<file path="config.mk">
export PLATFORM = sky130hd
export DESIGN_NAME = hazard_unit
export DESIGN_NICKNAME = d
export VERILOG_FILES = /design/src/rtl/hazard_unit.sv
export SDC_FILE = /design/constraint.sdc
export NUM_CORES = 1
export LEC_CHECK = 0
export CORE_ASPECT_RATIO = 1.75
export CORE_MARGIN = 5
export CORE_UTILIZATION = 26
export CTS_BUF_LIST = sky130_fd_sc_hd__clkbuf_2 sky130_fd_sc_hd__clkbuf_4 sky130_fd_sc_hd__clkbuf_8
export DETAILED_ROUTE_END_ITERATION = 8
export MAX_ROUTING_LAYER = met4
export PLACE_DENSITY = 0.49
export SLEW_MARGIN = 5
export SYNTH_ARGS = -nofsm -noshare
export SYNTH_HDL_FRONTEND = slang
export SYNTH_SLANG_ARGS = --single-unit
</file>
<file path="constraint.sdc">
create_clock -name clk -period 2.5 [get_ports clk]
set_clock_uncertainty 0.05 [all_clocks]
set_input_delay 0.375 -clock clk [delete_from_list [all_inputs] [get_ports clk]]
set_output_delay 0.375 -clock clk [all_outputs]
set_load 0.1 [all_outputs]
</file>
<file path="src/rtl/hazard_unit.sv">
// Hazard detection and forwarding for the five-stage pipeline; shadow registers and FSM run on the falling edge.
// HAZARD_FWD_EN enables EX/MEM and MEM/WB operand forwarding; otherwise RAW hazards stall until retired.
module hazard_unit #(
  parameter int RW = 5
) (
  input  logic          clk,
  input  logic          reset,
  input  logic [5:0]    Op,
  input  logic [RW-1:0] rs,
  input  logic [RW-1:0] rt,
  input  logic [RW-1:0] rd,
  input  logic          MemRead_out_1,
  input  logic          RegWrite_out_2,
  input  logic          RegWrite_out,
  input  logic          branch_taken,
  input  logic          BranchJ_out,
  output logic          control_stall,
  output logic          control_stall_branch,
  output logic          pc_write,
  output logic          ifid_write,
  output logic          ifid_flush,
  output logic [1:0]    forward_a,
  output logic [1:0]    forward_b
);

  localparam logic [5:0] OP_R    = 6'h00;
  localparam logic [5:0] OP_J    = 6'h02;
  localparam logic [5:0] OP_BEQ  = 6'h04;
  localparam logic [5:0] OP_BNE  = 6'h05;
  localparam logic [5:0] OP_ADDI = 6'h08;
  localparam logic [5:0] OP_SLTI = 6'h0A;
  localparam logic [5:0] OP_ANDI = 6'h0C;
  localparam logic [5:0] OP_ORI  = 6'h0D;
  localparam logic [5:0] OP_XORI = 6'h0E;
  localparam logic [5:0] OP_LW   = 6'h23;
  localparam logic [5:0] OP_SW   = 6'h2B;

  typedef enum logic [1:0] {RUN, STALL, FLUSH} state_t;

  state_t        state, nextState;
  logic [RW-1:0] dstId, dstEx, dstMem, dstWb;
  logic          rsUsed, rtUsed, matchEx, matchMem, matchWb, hazard, bubble;

  always_comb begin
    dstId = '0;
    if (Op == OP_R)
      dstId = rd;
    else if (Op == OP_LW || Op == OP_ADDI || Op == OP_ANDI || Op == OP_ORI ||
             Op == OP_XORI || Op == OP_SLTI)
      dstId = rt;
  end

  assign rsUsed = (Op != OP_J);
  assign rtUsed = (Op == OP_R) || (Op == OP_BEQ) || (Op == OP_BNE) || (Op == OP_SW);

  // Register 0 is never a real destination, so it never matches.
  assign matchEx  = (dstEx  != '0) && ((rsUsed && rs == dstEx)  || (rtUsed && rt == dstEx));
  assign matchMem = (dstMem != '0) && ((rsUsed && rs == dstMem) || (rtUsed && rt == dstMem));
  assign matchWb  = (dstWb  != '0) && ((rsUsed && rs == dstWb)  || (rtUsed && rt == dstWb));

  assign bubble = control_stall || control_stall_branch;

`ifdef HAZARD_FWD_EN
  logic [RW-1:0] rsEx, rtEx;

  assign hazard = MemRead_out_1 && matchEx;

  always_ff @(negedge clk or posedge reset) begin
    if (reset) begin
      rsEx <= '0;
      rtEx <= '0;
    end else if (bubble) begin
      rsEx <= '0;
      rtEx <= '0;
    end else begin
      rsEx <= rs;
      rtEx <= rt;
    end
  end

  always_comb begin
    forward_a = 2'b00;
    forward_b = 2'b00;
    if (RegWrite_out_2 && dstMem != '0 && dstMem == rsEx)
      forward_a = 2'b10;
    else if (RegWrite_out && dstWb != '0 && dstWb == rsEx)
      forward_a = 2'b01;
    if (RegWrite_out_2 && dstMem != '0 && dstMem == rtEx)
      forward_b = 2'b10;
    else if (RegWrite_out && dstWb != '0 && dstWb == rtEx)
      forward_b = 2'b01;
  end
`else
  logic unusedMemRead;

  assign unusedMemRead = MemRead_out_1;
  assign hazard    = matchEx || (RegWrite_out_2 && matchMem) || (RegWrite_out && matchWb);
  assign forward_a = 2'b00;
  assign forward_b = 2'b00;
`endif

  always_ff @(negedge clk or posedge reset) begin
    if (reset) begin
      dstEx  <= '0;
      dstMem <= '0;
      dstWb  <= '0;
    end else begin
      dstEx  <= bubble ? '0 : dstId;
      dstMem <= dstEx;
      dstWb  <= dstMem;
    end
  end

  always_ff @(negedge clk or posedge reset) begin
    if (reset) state <= RUN;
    else       state <= nextState;
  end

  always_comb begin
    nextState = RUN;
    case (state)
      RUN, STALL: begin
        if (branch_taken) nextState = FLUSH;
        else if (hazard)  nextState = STALL;
        else              nextState = RUN;
      end
      FLUSH:   nextState = RUN;
      default: nextState = RUN;
    endcase
  end

  // Outputs are held at their reset values while reset is asserted, whatever the inputs do.
  always_comb begin
    control_stall        = 1'b0;
    control_stall_branch = 1'b0;
    pc_write             = 1'b1;
    ifid_write           = 1'b1;
    ifid_flush           = 1'b0;
    if (!reset) begin
      case (state)
        RUN, STALL: begin
          if (branch_taken) begin
            control_stall_branch = 1'b1;
            ifid_flush           = 1'b1;
          end else if (hazard) begin
            control_stall = 1'b1;
            pc_write      = 1'b0;
            ifid_write    = 1'b0;
          end else if (BranchJ_out) begin
            ifid_flush = 1'b1;
          end
        end
        FLUSH: begin
          control_stall_branch = 1'b1;
          ifid_flush           = 1'b1;
        end
        default: ;
      endcase
    end
  end

endmodule

</file>
# [Word level (Yosys, flattened, before mapping)]
# Index checks and enable logic that the tools add are counted.
[classes] eq_ne=18 mux=22 reduce_logical=31
[op_table] op="$eq A5 B5 Y1" count=6
[op_table] op="$eq A6 B4 Y1 const B" count=5
[op_table] op="$mux W1" count=15
[op_table] op="$mux W5" count=3
[op_table] op="$reduce_bool A5 Y1" count=3
[op_table] op="$logic_or A1 B1 Y1" count=14
[op_table] op="$eq A6 B3 Y1 const B" count=2
[op_table] op="$eq A6 B6 Y1 const B" count=2
[op_table] op="$logic_and A1 B1 Y1" count=11
[op_table] op="$logic_not A6 Y1" count=1
[op_table] op="$ne A6 B2 Y1 const B" count=1
[op_table] op="$mux W2" count=2
[op_table] op="$pmux W1 S2" count=2
[op_table] op="$eq A2 B1 Y1 const B" count=1
[op_table] op="$eq A2 B2 Y1 const B" count=1
[op_table] op="$logic_not A2 Y1" count=1
[op_table] op="$reduce_or A2 Y1" count=1
[totals] register_bits=17 in_bits=28 output_inout_bits=9 wordCells=75

# [Depth between registers and ports, before layout]
[logic_depth] ltp_word=16 depth_mapped=7 mapped_depth_nobuf=6

==> results.json <==
{
  "slew_violations": 0,
  "critPathLaunchType": "flop",
  "antenna_found_initial": 0,
  "rows": 32,
  "numCtsBuffers": 3,
  "insertion_delay_ps": 270,
  "drt-total-wl_mm": 4.02,
  "worst_setup_path_end_kind": "output pin",
  "grt_pass1_wl_mm": 6.58,
  "finalSetupViolations": 11,
  "p_per_area_nw_per_um2": 363,
  "crit_path_max_incr_delay_ps": 550,
  "multi_input_area_um2": 911,
  "ys_types": 28,
  "hold_path_class": "flop to flop",
  "tns_ps": -9140,
  "hold_violations": 0,
  "dp_hpwl_mm": 3.15,
  "path_class": "flop to output pin",
  "syn_inst": 124,
  "placed_area_um2": 1880,
  "start_util_pct": 26.5,
  "critical_path.slowest_cell": "or4_4",
  "io_buffers": 31,
  "place_ws_ps": -1120,
  "cts_root_buf": "clkbuf_8",
  "drcViolationCount": 0,
  "fin_area_um2": 2140,
  "grt_max_degree": 19,
  "htreeDepth": 1,
  "arrival_ps": 3440,
  "gp_congestion": 0.847,
  "clk_pin_slew_ps": 50,
  "final_common_cell": "buf_4",
  "vias": 1213,
  "final.fill_count": 438,
  "setup_slack_ps": -1370,
  "p_leak_uw": 0.000947,
  "clk_path_buf_depth": 2,
  "cp_max_fo": 6,
  "grtUsageTotal_pct": 14.8,
  "mostFrequentLayoutCells": "buf_4, dfrtn_1, xnor2_1, xor2_1, clkdlybuf4s50_1",
  "die_h_um": 98.7,
  "cts_tree": "built",
  "ys_seq_area_share_pct": 36.4,
  "die_area_um2": 5990,
  "ff_latch_area_um2": 425,
  "synth_seq_cells": 17,
  "hold_depth": 0,
  "crit_chain": "or4_4 > o21a_4 > a41oi_2 > o21ai_4 > o21ai_4 > buf_12",
  "grt_pass1_vias": 1355,
  "drive_above_1_share_pct": 51.2,
  "maxCapViolCount": 0,
  "area_delta_synth_final_pct": 83.2,
  "outcome": "finished, violations left",
  "die_x_um": 60.7,
  "overflow": 0,
  "ys_warn_count": 0,
  "crit_top_cell": "o21ai_4",
  "avgSynthCellArea_um2": 9.42,
  "crit_required_ps": 2080,
  "core_um2": 4400,
  "ant_nets": 0,
  "dp_cells": 237,
  "vias_per_cell": 4.78,
  "initialDrtViolationCount": 24,
  "syn-cell-area_um2": 1170,
  "wl_per_cell_um": 15.8,
  "nets": 232,
  "antennaDiodeCount": 0,
  "firstDrtPassIters": 4,
  "clock-sinks": 17,
  "reg2reg_depth": 7,
  "fin_cells": 254,
  "violations": "setup timing",
  "ir_drop_mv": 0.249,
  "io_pins": 37,
  "rsz0062_at_grt": "yes"
}
stage by stage:
step | hold slack (ps) | utilization, % | power (uW)
finish | 337 | 48.6 | 777
CTS | 344 | 48.0 | 782
global placement | 334 | 42.6 | 539
floorplan | 328 | - | 429
global route | 358 | 48.6 | 815
detailed placement | 344 | 42.6 | 542
layout make-up:
cell class / count / share of cell area (%)
inverter: 3 / 0.526
multi-input combinational: 102 / 42.5
sequential: 17 / 19.9
tap: 51 / 2.98
timing repair buffer: 77 / 31.8
clock buffer: 3 / 1.93
clock inverter: 1 / 0.351
worst paths after layout:
path                            from         end  slack, ps
setup / recovery           dstMem[2]  ifid_write      -1370
hold / removal              dstEx[4]   dstMem[4]        340
setup reg to reg           dstMem[2]    state[0]        390
hold reg to reg             dstEx[4]   dstMem[4]        340
max in group asynchronous      reset   dstMem[1]        540
min in group asynchronous      reset    dstWb[2]       1620
kinds of logic after synthesis:
| group | share of synthesized area (%) |
|---|---|
| simple gates | 20.6 |
| flops | 36.4 |
| buf+inv | 4.18 |
| xor+xnor | 22.5 |
| compound gates | 16.1 |
| other cells | 0.321 |
cell usage after synthesis:
master | number | area, um^2
o21a_1 | 3 | 22.5
conb_1 | 1 | 3.75
a32oi_4 | 1 | 27.5
nor2_1 | 6 | 22.5
or4_1 | 2 | 15.0
a211o_1 | 1 | 8.76
buf_4 | 5 | 37.5
nand3_1 | 10 | 50.1
o21ai_1 | 6 | 30.0
or4_4 | 1 | 11.3
nand2b_1 | 2 | 12.5
o22ai_1 | 1 | 6.26
nor4_1 | 3 | 18.8
inv_1 | 3 | 11.3
nor3_2 | 1 | 10.0
and4b_1 | 2 | 20.0
nor3_1 | 6 | 30.0
a41oi_1 | 1 | 8.76
a21oi_1 | 2 | 10.0
nor2b_1 | 1 | 6.26
o21ai_2 | 2 | 17.5
xnor2_1 | 19 | 166
nand2_1 | 10 | 37.5
a22oi_2 | 1 | 12.5
nand4_1 | 1 | 6.26
xor2_1 | 11 | 96.3
a22o_1 | 5 | 43.8
dfrtn_1 | 17 | 425
timing repair:
action,4_1_cts,5_1_grt
buffers inserted,9,4
resized for setup,65,15
endpoints found under the setup margin,11,11
pin swaps,22,7
cloned,0,0
hold buffers,0,0
endpoints found under the hold margin,0,0
registers in the layout (all words and copies together) (netlist names):
name    count
dstEx       5
dstMem      5
state       2
dstWb       5
layer usage:
layer  wire length (um)  track usage, %
met1               1460            15.8
met2               2380            28.2
met3                151            1.57
met4                 24            2.50
met5                  0               -
power breakdown:
part | internal (uW) | switching [uW] | leakage [uW]
registers | 286 | 9.13 | 0.000233
clock network | 112 | 103 | 0.0000217
logic | 122 | 144 | 0.000692
critical path: cells and delay by family (launching register included):
kind / cells / cell delay, ps
AOI/OAI and AO/OA: 4 / 810
buffers and inverters: 1 / 200
DFF: 1 / 360
and+or+nand+nor: 1 / 550
Note: power is estimated with default switching activity, not from simulation.
